`config.mk`:
```
export PLATFORM = sky130hd
export DESIGN_NAME = signal_measure_ctrl_flat
export DESIGN_NICKNAME = d
export VERILOG_FILES = /design/src/rtl/signal_measure_ctrl_pkg.sv /design/src/rtl/signal_measure_ctrl_if.sv /design/src/rtl/signal_measure_ctrl_divider.sv /design/src/rtl/signal_measure_ctrl.sv /design/src/flat_wrapper.sv
export SDC_FILE = /design/constraint.sdc
export NUM_CORES = 1
export LEC_CHECK = 0
export CAP_MARGIN = 20
export CORE_MARGIN = 8
export CORE_UTILIZATION = 36
export DETAILED_ROUTE_END_ITERATION = 10
export RECOVER_POWER = 50
export SYNTH_ARGS = -nofsm -noshare
export SYNTH_HDL_FRONTEND = slang
export SYNTH_HIERARCHICAL = 1
export SYNTH_SLANG_ARGS = --single-unit
export TNS_END_PERCENT = 30
```
`constraint.sdc`:
```
create_clock -name clk -period 7.35 [get_ports clk]
set_input_delay 1.47 -clock clk [delete_from_list [all_inputs] [get_ports clk]]
set_output_delay 1.47 -clock clk [all_outputs]
set_load 0.05 [all_outputs]
```
`src/rtl/signal_measure_ctrl_pkg.sv`:
```
// Shared constants, state encoding and helpers for the single-period
// frequency / duty-cycle meter (signal_measure_ctrl).
`timescale 1ns/1ps
package signal_measure_ctrl_pkg;

    // Result and counter widths
    localparam int FREQ_W     = 26;
    localparam int TIME_W     = 20;
    localparam int DUTY_W     = 8;
    localparam int PERIOD_W   = TIME_W + 1;
    localparam int DIVIDEND_W = 32;

    // Duty scaling factor (percent)
    localparam int unsigned PCT_SCALE = 100;

    // Counter ceiling; also the cycle count at which a wait gives up when the
    // timeout option is built in
    localparam logic [TIME_W-1:0] TIME_MAX      = '1;
    localparam logic [TIME_W-1:0] TIMEOUT_LIMIT = TIME_MAX;

    // Measurement FSM encoding
    localparam logic [2:0] ST_IDLE      = 3'd0;
    localparam logic [2:0] ST_WAIT_RISE = 3'd1;
    localparam logic [2:0] ST_HIGH      = 3'd2;
    localparam logic [2:0] ST_LOW       = 3'd3;
    localparam logic [2:0] ST_DIV       = 3'd4;
    localparam logic [2:0] ST_DONE      = 3'd5;

    // Increment that sticks at the counter ceiling
    function automatic logic [TIME_W-1:0] sat_inc(input logic [TIME_W-1:0] v);
        return (v == TIME_MAX) ? v : v + 20'd1;
    endfunction

endpackage

```
`src/rtl/signal_measure_ctrl_if.sv`:
```
// Bundle of the meter's start/measure/result signals.
// slave  : the meter itself; master : whoever drives enable/sig_in.
`timescale 1ns/1ps
interface signal_measure_ctrl_if;
    import signal_measure_ctrl_pkg::*;

    logic              enable;
    logic              sig_in;
    logic              busy;
    logic              finish;
    logic [FREQ_W-1:0] freq;
    logic [DUTY_W-1:0] duty;
    logic [TIME_W-1:0] high_time;
    logic [TIME_W-1:0] low_time;

    modport slave (
        input  enable, sig_in,
        output busy, finish, freq, duty, high_time, low_time
    );

    modport master (
        output enable, sig_in,
        input  busy, finish, freq, duty, high_time, low_time
    );

endinterface

```
`src/rtl/signal_measure_ctrl_divider.sv`:
```
// seq_divider: unsigned restoring divider, one quotient bit per cycle.
// Only the low Q_W quotient bits are produced; the caller guarantees that
// dividend / divisor < 2^Q_W, so the upper dividend bits seed the partial
// remainder directly. done pulses for one cycle with quotient valid.
`timescale 1ns/1ps
module seq_divider
    import signal_measure_ctrl_pkg::*;
#(
    parameter int N_W = DIVIDEND_W,
    parameter int D_W = PERIOD_W,
    parameter int Q_W = FREQ_W
) (
    input  logic           clk,
    input  logic           rst,
    input  logic           start,
    input  logic [N_W-1:0] dividend,
    input  logic [D_W-1:0] divisor,
    output logic           done,
    output logic [Q_W-1:0] quotient
);

    localparam int CNT_W = $clog2(Q_W + 1);

    logic             active_q, active_d;
    logic             done_q, done_d;
    logic [CNT_W-1:0] cnt_q, cnt_d;
    logic [D_W-1:0]   rem_q, rem_d;
    logic [D_W-1:0]   dvs_q, dvs_d;
    logic [Q_W-1:0]   quo_q, quo_d;
    logic [D_W:0]     trial;
    logic [D_W:0]     diff;

    // One restoring step per cycle: shift in the next dividend bit, subtract if it fits
    always_comb begin
        trial    = {rem_q, quo_q[Q_W-1]};
        diff     = trial - {1'b0, dvs_q};
        active_d = active_q;
        done_d   = 1'b0;
        cnt_d    = cnt_q;
        rem_d    = rem_q;
        dvs_d    = dvs_q;
        quo_d    = quo_q;
        if (start) begin
            rem_d    = D_W'(dividend[N_W-1:Q_W]);
            quo_d    = dividend[Q_W-1:0];
            dvs_d    = divisor;
            cnt_d    = CNT_W'(Q_W);
            active_d = 1'b1;
        end else if (active_q) begin
            if (trial >= {1'b0, dvs_q}) begin
                rem_d = diff[D_W-1:0];
                quo_d = {quo_q[Q_W-2:0], 1'b1};
            end else begin
                rem_d = trial[D_W-1:0];
                quo_d = {quo_q[Q_W-2:0], 1'b0};
            end
            cnt_d = cnt_q - CNT_W'(1);
            if (cnt_q == CNT_W'(1)) begin
                active_d = 1'b0;
                done_d   = 1'b1;
            end
        end
    end

    // Control state of the divider
    always_ff @(posedge clk) begin
        if (rst) begin
            active_q <= 1'b0;
            done_q   <= 1'b0;
            cnt_q    <= '0;
        end else begin
            active_q <= active_d;
            done_q   <= done_d;
            cnt_q    <= cnt_d;
        end
    end

    // Datapath registers; only meaningful while active, so no reset
    always_ff @(posedge clk) begin
        rem_q <= rem_d;
        dvs_q <= dvs_d;
        quo_q <= quo_d;
    end

    assign done     = done_q;
    assign quotient = quo_q;

endmodule

```
`src/rtl/signal_measure_ctrl.sv`:
```
// signal_measure_ctrl: times one high phase and the following low phase of an
// asynchronous input, then divides to get frequency (Hz) and duty (percent).
// Optional build macro SIGNAL_MEASURE_TIMEOUT_EN: any wait/count state that
// reaches 2^20-1 cycles ends the measurement with freq = duty = 0.
// CLK_FREQ must stay below 2^26 so the frequency quotient fits FREQ_W bits.
`timescale 1ns/1ps
module signal_measure_ctrl
    import signal_measure_ctrl_pkg::*;
#(
    parameter int unsigned CLK_FREQ = 50_000_000
) (
    input  logic                  clk,
    input  logic                  rst,
    signal_measure_ctrl_if.slave  bus
);

    logic              sync1_q, sync1_d;
    logic              sync2_q, sync2_d;
    logic              sync3_q, sync3_d;
    logic              rise;
    logic              fall;

    logic [2:0]        state_q, state_d;
    logic [TIME_W-1:0] high_cnt_q, high_cnt_d;
    logic [TIME_W-1:0] low_cnt_q, low_cnt_d;
    logic              div_sel_q, div_sel_d;
    logic              div_go_q, div_go_d;
    logic [FREQ_W-1:0] freq_res_q, freq_res_d;
    logic [DUTY_W-1:0] duty_res_q, duty_res_d;
    logic              busy_q, busy_d;
    logic              finish_q, finish_d;
    logic [FREQ_W-1:0] freq_q, freq_d;
    logic [DUTY_W-1:0] duty_q, duty_d;
    logic [TIME_W-1:0] high_time_q, high_time_d;
    logic [TIME_W-1:0] low_time_q, low_time_d;

    logic [PERIOD_W-1:0]   period;
    logic [DIVIDEND_W-1:0] div_dividend;
    logic                  div_done;
    logic [FREQ_W-1:0]     div_quot;

    logic wait_tmo;
    logic high_tmo;
    logic low_tmo;

    // Two-stage synchroniser followed by the edge-detect register
    always_comb begin
        sync1_d = bus.sig_in;
        sync2_d = sync1_q;
        sync3_d = sync2_q;
    end

    assign rise = sync2_q & ~sync3_q;
    assign fall = ~sync2_q & sync3_q;

    assign period = {1'b0, high_cnt_q} + {1'b0, low_cnt_q};

    // Dividend for the current division: clock rate first, then scaled high time
    always_comb begin
        if (div_sel_q) begin
            div_dividend = DIVIDEND_W'(high_cnt_q) * PCT_SCALE;
        end else begin
            div_dividend = DIVIDEND_W'(CLK_FREQ);
        end
    end

`ifdef SIGNAL_MEASURE_TIMEOUT_EN
    logic [TIME_W-1:0] wait_cnt_q, wait_cnt_d;

    // Cycles spent waiting for the first rising edge
    always_comb begin
        wait_cnt_d = wait_cnt_q;
        if (state_q == ST_IDLE) begin
            wait_cnt_d = '0;
        end else if (state_q == ST_WAIT_RISE) begin
            wait_cnt_d = sat_inc(wait_cnt_q);
        end
    end

    // Wait counter register
    always_ff @(posedge clk) begin
        if (rst) begin
            wait_cnt_q <= '0;
        end else begin
            wait_cnt_q <= wait_cnt_d;
        end
    end

    assign wait_tmo = (wait_cnt_q == TIMEOUT_LIMIT);
    assign high_tmo = (high_cnt_q == TIMEOUT_LIMIT);
    assign low_tmo  = (low_cnt_q == TIMEOUT_LIMIT);
`else
    // Without the timeout option the FSM waits for edges indefinitely
    assign wait_tmo = 1'b0;
    assign high_tmo = 1'b0;
    assign low_tmo  = 1'b0;
`endif

    // Measurement FSM: arm, time high then low, two divisions, publish results
    always_comb begin
        state_d     = state_q;
        high_cnt_d  = high_cnt_q;
        low_cnt_d   = low_cnt_q;
        div_sel_d   = div_sel_q;
        div_go_d    = 1'b0;
        freq_res_d  = freq_res_q;
        duty_res_d  = duty_res_q;
        busy_d      = 1'b1;
        finish_d    = 1'b0;
        freq_d      = freq_q;
        duty_d      = duty_q;
        high_time_d = high_time_q;
        low_time_d  = low_time_q;
        case (state_q)
            ST_IDLE: begin
                busy_d = 1'b0;
                // The finish cycle is still part of the previous run
                if (bus.enable && !finish_q) begin
                    state_d    = ST_WAIT_RISE;
                    busy_d     = 1'b1;
                    high_cnt_d = '0;
                    low_cnt_d  = '0;
                end
            end
            ST_WAIT_RISE: begin
                if (rise) begin
                    state_d    = ST_HIGH;
                    high_cnt_d = TIME_W'(1);
                end else if (wait_tmo) begin
                    state_d    = ST_DONE;
                    freq_res_d = '0;
                    duty_res_d = '0;
                end
            end
            ST_HIGH: begin
                if (fall) begin
                    state_d   = ST_LOW;
                    low_cnt_d = TIME_W'(1);
                end else if (high_tmo) begin
                    state_d    = ST_DONE;
                    freq_res_d = '0;
                    duty_res_d = '0;
                end else begin
                    high_cnt_d = sat_inc(high_cnt_q);
                end
            end
            ST_LOW: begin
                if (rise) begin
                    if (period == '0) begin
                        state_d    = ST_DONE;
                        freq_res_d = '0;
                        duty_res_d = '0;
                    end else begin
                        state_d   = ST_DIV;
                        div_sel_d = 1'b0;
                        div_go_d  = 1'b1;
                    end
                end else if (low_tmo) begin
                    state_d    = ST_DONE;
                    freq_res_d = '0;
                    duty_res_d = '0;
                end else begin
                    low_cnt_d = sat_inc(low_cnt_q);
                end
            end
            ST_DIV: begin
                if (div_done) begin
                    if (!div_sel_q) begin
                        freq_res_d = div_quot;
                        div_sel_d  = 1'b1;
                        div_go_d   = 1'b1;
                    end else begin
                        duty_res_d = div_quot[DUTY_W-1:0];
                        state_d    = ST_DONE;
                    end
                end
            end
            ST_DONE: begin
                freq_d      = freq_res_q;
                duty_d      = duty_res_q;
                high_time_d = high_cnt_q;
                low_time_d  = low_cnt_q;
                finish_d    = 1'b1;
                state_d     = ST_IDLE;
            end
            default: begin
                state_d = ST_IDLE;
            end
        endcase
    end

    // All state, counters and published results; reset aborts any measurement
    always_ff @(posedge clk) begin
        if (rst) begin
            sync1_q     <= 1'b0;
            sync2_q     <= 1'b0;
            sync3_q     <= 1'b0;
            state_q     <= ST_IDLE;
            high_cnt_q  <= '0;
            low_cnt_q   <= '0;
            div_sel_q   <= 1'b0;
            div_go_q    <= 1'b0;
            freq_res_q  <= '0;
            duty_res_q  <= '0;
            busy_q      <= 1'b0;
            finish_q    <= 1'b0;
            freq_q      <= '0;
            duty_q      <= '0;
            high_time_q <= '0;
            low_time_q  <= '0;
        end else begin
            sync1_q     <= sync1_d;
            sync2_q     <= sync2_d;
            sync3_q     <= sync3_d;
            state_q     <= state_d;
            high_cnt_q  <= high_cnt_d;
            low_cnt_q   <= low_cnt_d;
            div_sel_q   <= div_sel_d;
            div_go_q    <= div_go_d;
            freq_res_q  <= freq_res_d;
            duty_res_q  <= duty_res_d;
            busy_q      <= busy_d;
            finish_q    <= finish_d;
            freq_q      <= freq_d;
            duty_q      <= duty_d;
            high_time_q <= high_time_d;
            low_time_q  <= low_time_d;
        end
    end

    seq_divider #(
        .N_W (DIVIDEND_W),
        .D_W (PERIOD_W),
        .Q_W (FREQ_W)
    ) u_div (
        .clk      (clk),
        .rst      (rst),
        .start    (div_go_q),
        .dividend (div_dividend),
        .divisor  (period),
        .done     (div_done),
        .quotient (div_quot)
    );

    assign bus.busy      = busy_q;
    assign bus.finish    = finish_q;
    assign bus.freq      = freq_q;
    assign bus.duty      = duty_q;
    assign bus.high_time = high_time_q;
    assign bus.low_time  = low_time_q;

endmodule

```
`src/flat_wrapper.sv`:
```
// flat-port wrapper written by rule: the top's interface ports become plain ports
module signal_measure_ctrl_flat import signal_measure_ctrl_pkg::*;
#(
    parameter int unsigned CLK_FREQ = 50_000_000
)
  (clk, rst, bus_enable, bus_sig_in, bus_busy, bus_finish, bus_freq, bus_duty, bus_high_time, bus_low_time);
  signal_measure_ctrl_if bus_i ();
  input  logic clk;
  input  logic rst;
  input wire logic [$bits(bus_i.enable)-1:0] bus_enable;
  input wire logic [$bits(bus_i.sig_in)-1:0] bus_sig_in;
  output wire logic [$bits(bus_i.busy)-1:0] bus_busy;
  output wire logic [$bits(bus_i.finish)-1:0] bus_finish;
  output wire logic [$bits(bus_i.freq)-1:0] bus_freq;
  output wire logic [$bits(bus_i.duty)-1:0] bus_duty;
  output wire logic [$bits(bus_i.high_time)-1:0] bus_high_time;
  output wire logic [$bits(bus_i.low_time)-1:0] bus_low_time;
  assign bus_i.enable = bus_enable;
  assign bus_i.sig_in = bus_sig_in;
  assign bus_busy = bus_i.busy;
  assign bus_finish = bus_i.finish;
  assign bus_freq = bus_i.freq;
  assign bus_duty = bus_i.duty;
  assign bus_high_time = bus_i.high_time;
  assign bus_low_time = bus_i.low_time;
  signal_measure_ctrl #(.CLK_FREQ(CLK_FREQ)) u_core (.clk(clk), .rst(rst), .bus(bus_i));
endmodule
```
== Word level (Yosys, flattened, before mapping) ==
Cells that the tools add are included.
Storage, ports and cells
  input port bits: 4
  output and inout bits: 76
  logic and storage cells: 125
  register bits: 233
Cells by class
  equality and inequality tests: 21
  $lt $le $gt $ge: 1
  multiply operators: 1
  reductions and logical operators: 16
  add/sub/neg operators: 5
  multiplexer cells: 52
  bitwise operators: 5
Operator list (number)
  $mux 26: 6
  $mux 20: 7
  $pmux 20 s3: 2
  $pmux 26 s2: 1
  $add 20x1->20 const B: 2
  $eq 20x20->1 const B: 2
  $mux 8: 4
  $mux 27: 1
  $mul 20x5->25 const B: 1
  $ge 22x21->1: 1
  $add 20x20->21: 1
  $logic_not 21->1: 1
  $mux 21: 1
  $sub 21x21->21: 1
  $reduce_and 5->1: 4
  $mux 3: 6
  $mux 1: 16
  $pmux 8 s2: 1
  $pmux 3 s5: 1
  $ne 2x2->1 const B: 7
  $mux 6: 2
  $ne 2x1->1 const B: 6
  $mux 5: 2
  $eq 3x2->1 const B: 2
  other kinds (16): 23

== Depth between registers and ports, before layout ==
  depth in word-level cells: 5
  gate-level depth with buffers: 16
  depth with buffers taken out: 16

== Hierarchy ==
The synthesis kept the hierarchy.
Modules (own cells, without submodules)
  signal_measure_ctrl: cells each 1186, times used 1, seq. area each 3163.0 um^2, area each 9581.7 um^2
  seq_divider: cells each 401, times used 1, seq. area each 2031.9 um^2, area each 4306.6 um^2

== Least setup slack after synthesis ==
OpenSTA, ideal clock, no wires.
  path type: flip-flop to flip-flop
  start point: register u_core.high_cnt_q[5]
  end point: register u_core.u_div.rem_q[0], data pin
  path slack: 3.192 ns
  cell stages (with the launch flop): 17
  arrival: 3.898 ns
  clock period less this slack: 4.158 ns
  data required time: 7.090 ns
  buffers on the path: 0
  library setup time: 0.260 ns
  cell sequence: dfxtp_1 -> ha_1 -> ha_1 -> inv_1 -> fa_1 -> inv_1 -> ha_1 -> and2_1 -> a311oi_1 -> a221oi_1 -> o31ai_1 -> nand2b_1 -> a221oi_1 -> o21ai_0 -> o31ai_1 -> mux2i_1 -> mux2_2
On the way
  word-level cells in the longest chain between the ends: 3
Ends and longest elaborated chain
  start: declaration: line signal_measure_ctrl.sv:24  | logic [TIME_W-1:0] high_cnt_q, high_cnt_d;
  start signal: assignment: line signal_measure_ctrl.sv:216  | high_cnt_q <= high_cnt_d;
  $mul 20x5->25: line signal_measure_ctrl.sv:61  | div_dividend = DIVIDEND_W'(high_cnt_q) * PCT_SCALE;
  $mux 27: line signal_measure_ctrl.sv:60  | if (div_sel_q) begin
  via u_core.div_dividend[26]: line signal_measure_ctrl.sv:38  | logic [DIVIDEND_W-1:0] div_dividend;
  $mux 6: line signal_measure_ctrl_divider.sv:43  | if (start) begin
  via u_core.u_div.rem_d[0]: line signal_measure_ctrl_divider.sv:27  | logic [D_W-1:0] rem_q, rem_d;
  end signal: assignment: line signal_measure_ctrl_divider.sv:80  | rem_q <= rem_d;
  end: declaration: line signal_measure_ctrl_divider.sv:27
The timed path passes the listed nets, and every way through them passes these cells.
A chain may end at the register's enable or synchronous reset.

== Worst setup path after layout ==
  start point: register u_core.high_cnt_q[4]
  end point: register u_core.u_div.rem_q[0], data pin
The elaborated chain is that of the path after synthesis.

==> results by group <==
Outcome
  • Outcome: finished with violations
  • Violated checks: max-capacitance violations, max-slew violations

STA
  • Slew HR: -136%
  • Final WS setup: 2490 ps
  • RSZ-0062 raised after global routing: false
  • Max Slew Vio Count: approximately 250
  • Setup TNS: 0 ps
  • Fmax: 206 MHz
  • Period utilization: 66.2%
  • Slew @ Worst Pin: 3540 ps
  • Number of endpoints failing setup at the final stage: 0
  • Worst Clk Skew: 11.6 ps
  • Minimum clock period: 4860 ps
  • Fin. Hold Viols: 0

Floorplan
  • Initial Util: 36.2%
  • Die Wd: ~210 um
  • Die Y-Extent: around 210 um
  • I/O pins: 80
  • Die area: roughly 45000 sq um
  • Core box area: 38400 sq um
  • Rows: 72

Detailed routing
  • Detail Route Antenna Nets: 0
  • Average wire per standard cell: 17.2 um
  • DRC viols: 0
  • Wirelength, routed: 37.4 mm
  • Avg Vias per Cell: 5.25
  • Drt pass-1 iters: 5
  • Vias: 11.4k
  • DR iter-0 viols: 770

Power
  • Static leakage: 6.37 nW
  • Pwr/cell area: 186 nW/um^2
  • Seq pwr share: 44.6%
  • Comb power frac: 6.8%
  • Clock power frac: 48.6%
  • Peak VDD IR: 0.155 mV
  • Switching Fraction: around a quarter
  • Sw Pwr: between 0.0007 and 0.0008 W
  • Pint: between 0.002 and 0.0025 W
  • Total power: 0.00299 W

Worst setup path
  • Worst Path Required: 7620 ps
  • Critical Path Max Stage Delay: 500 ps
  • Worst path cell trace: ha_1 -> ha_1 -> inv_1 -> fa_1 -> inv_1 -> ha_1 -> and2_1 -> a311oi_1 -> a221oi_1 -> o31ai_1 -> nand2b_1 -> a221oi_1 -> o21ai_0 -> o31ai_1 -> mux2i_1 -> mux2_2
  • Arrival @ worst endpoint: roughly 5100 ps
  • Worst path slowest cell: fa_1
  • CP most frequent cell: ha_1
  • Crit Path Category: reg2reg
  • Startpoint types: flop
  • Critical path fanouts, max: 6
  • Endpoint class of the critical path: flop

Hold path
  • Hold crit path type: reg2reg

Place
  • DP Worst Slack: about 2600 ps
  • Placed Area: around 15000 sq um
  • Dpl hpwl: 27.1 mm
  • Dpl cells: 2123
  • Placer congestion estimate: between 0.8 and 0.9
  • I/O Buffers: 79

Clock network
  • Post-CTS Setup Inserts: 0
  • # clock sinks: 233
  • Worst-case clock buffer depth: 3
  • CTS tree: yes
  • Root buf cell: clkbuf_16
  • PostCTS Resize Cnt: 0
  • Cts hold-fix bufs: 0
  • CTS Buf Count: 26
  • Clk_lat worst skew: 530 ps
  • Clk slew on worst S/H paths: ~60 ps
  • CTS H-tree depth: 1

Finish
  • Nets: ~1.8k
  • Commonest non-fill, non-tap cell in the layout: nand2_1
  • Antenna fix cells: 0
  • Share of cells above drive strength 1: approximately 7.3%
  • Most frequent cells in the layout: 233 x nand2_1, 180 x dfxtp_1, 160 x a21oi_1
  • P&R area growth vs syn: 15.5%
  • Final non-filler cell total: 2171
  • Final instance area: 16000 sq um

Global routing
  • Antenna violations before repair: 0
  • Grt ovf: 0
  • First-pass GRT wire length: between 60 and 70 mm
  • Largest net degree at the start of global routing: 76
  • Vias in the first global route: approximately 11k
  • GRT Total Usage: 16.2%

Yosys
  • Yosys cell types: 79
  • Synth warnings: 6
  • Ys async rst share: 0%
  • Post-Synthesis Mean Instance Area: 8.75 sq um
  • Post-synthesis sequential area ratio: 37.4%
  • #FFs+latches synth: about 230
  • Mapped Cells: 1587
  • EDFF count, synth: 53
  • Most common flop cell mapped by yosys: dfxtp_1
  • Post-Syn Area: 13900 sq um

Run
  • Max-cap violations: 5
synthesized netlist by cell type, drive strengths merged (4+ instances only):
cell type | number | share of area, %
nand4b | 5 | 0.36
a32oi | 4 | 0.25
a211o | 5 | 0.32
nor2 | 96 | 2.6
dfxtp | 180 | 26
nor3b | 5 | 0.27
nand3 | 25 | 0.90
o31ai | 8 | 0.47
nor3 | 67 | 2.8
a31oi | 9 | 0.41
mux2 | 37 | 3.0
nand2b | 22 | 0.99
mux2i | 11 | 0.79
o21ai | 48 | 1.7
nor4 | 4 | 0.18
edfxtp | 53 | 11
fa | 17 | 2.5
a22o | 28 | 1.8
a2111oi | 6 | 0.78
inv | 109 | 2.9
or2 | 5 | 0.24
nor4b | 4 | 0.30
nand2 | 233 | 6.3
and2 | 9 | 0.41
ha | 108 | 9.7
nor2b | 15 | 0.68
a21o | 28 | 1.5
xor2 | 36 | 2.3
a221oi | 7 | 0.49
clkbuf | 57 | 1.5
buf | 20 | 0.72
nand3b | 4 | 0.22
a211oi | 12 | 0.68
a21oi | 161 | 5.9
or3 | 8 | 0.36
xnor2 | 46 | 2.9
a311oi | 7 | 0.44
o21bai | 7 | 0.38
o21a | 6 | 0.32
o211ai | 10 | 0.54
and3 | 16 | 0.72
nand4 | 13 | 0.59
stage by stage:
step	utilization, %	hold slack (ps)
floorplan	-	414
global placement	39.4	445
detailed placement	39.4	446
CTS	42.0	455
global route	41.8	473
finish	41.8	454
cells by family after synthesis:
group | after synthesis | synth area share, %
simple gates | 537 | 18.3
compound gates | 374 | 17.9
flops | 233 | 37.4
buf+inv | 187 | 5.23
fa+ha+maj | 125 | 12.2
xor+xnor | 82 | 5.17
mux | 48 | 3.79
other cells | 1 | 0.0270
critical path: cells and delay by family, from the launching register on:
kind | cells | cell delay [ps]
AOI/OAI and AO/OA | 6 | 1870
adders and majority gates | 4 | 1430
DFF | 1 | 490
muxes | 2 | 380
and+or+nand+nor | 2 | 360
buffers and inverters | 2 | 90
power groups by stage:
stage	logic, W	clock network, W	registers (W)
6_report	0.000202	0.00145	0.00133
5_1_grt	0.000222	0.00154	0.00133
4_1_cts	0.000201	0.00149	0.00133
3_5_place_dp	0.000200	0	0.00136
3_3_place_gp	0.000199	0	0.00136
2_1_floorplan	0.000159	0	0.00136
sequential cells by signal, summed over array words and instances (netlist names):
register and count:
u_core/low_cnt_q 20, u_core/bus.freq 26, u_core/high_cnt_q 20, u_core/freq_res_q 26, u_core/state_q 3, u_core/u_div/rem_q 21, u_core/u_div/active_q 1, u_core/sync2_q 1
u_core/bus.finish 1, u_core/u_div/dvs_q 21, u_core/bus.duty 8, u_core/bus.low_time 20, u_core/duty_res_q 8, u_core/sync1_q 1, u_core/u_div/quotient 26, u_core/bus.busy 1
u_core/u_div/done 1, u_core/div_go_q 1, u_core/div_sel_q 1, u_core/bus.high_time 20, u_core/u_div/cnt_q 5, u_core/sync3_q 1
layout make-up:
| type | instances | area (sq um) |
|---|---|---|
| clock inverter | 12 | 151 |
| multi-input combinational | 1173 | 7960 |
| tap | 518 | 648 |
| sequential | 233 | 5190 |
| timing repair buffer | 89 | 848 |
| fill | 3867 | 22300 |
| clock buffer | 36 | 828 |
| inverter | 110 | 413 |
final timing paths:
check                       start                    end  slack (ps)  depth (start not counted)
max          u_core/high_cnt_q[4]  u_core/u_div/rem_q[0]        2490                         16
min            u_core/bus.duty[4]     u_core/bus.duty[4]         450                          2
max reg2reg  u_core/high_cnt_q[4]  u_core/u_div/rem_q[0]        2490                         16
min reg2reg    u_core/bus.duty[4]     u_core/bus.duty[4]         450                          2
metal layers:
layer | up-vias | track usage, % | wire (um)
met3 | 48 | 2.46 | 1900
met4 | 0 | 3.26 | 638
li1 | 5687 | - | -
met1 | 5420 | 23.5 | 18400
met5 | - | 0 | 0
met2 | 252 | 25.4 | 16400
No activity file was read; power rests on OpenSTA's default activity.
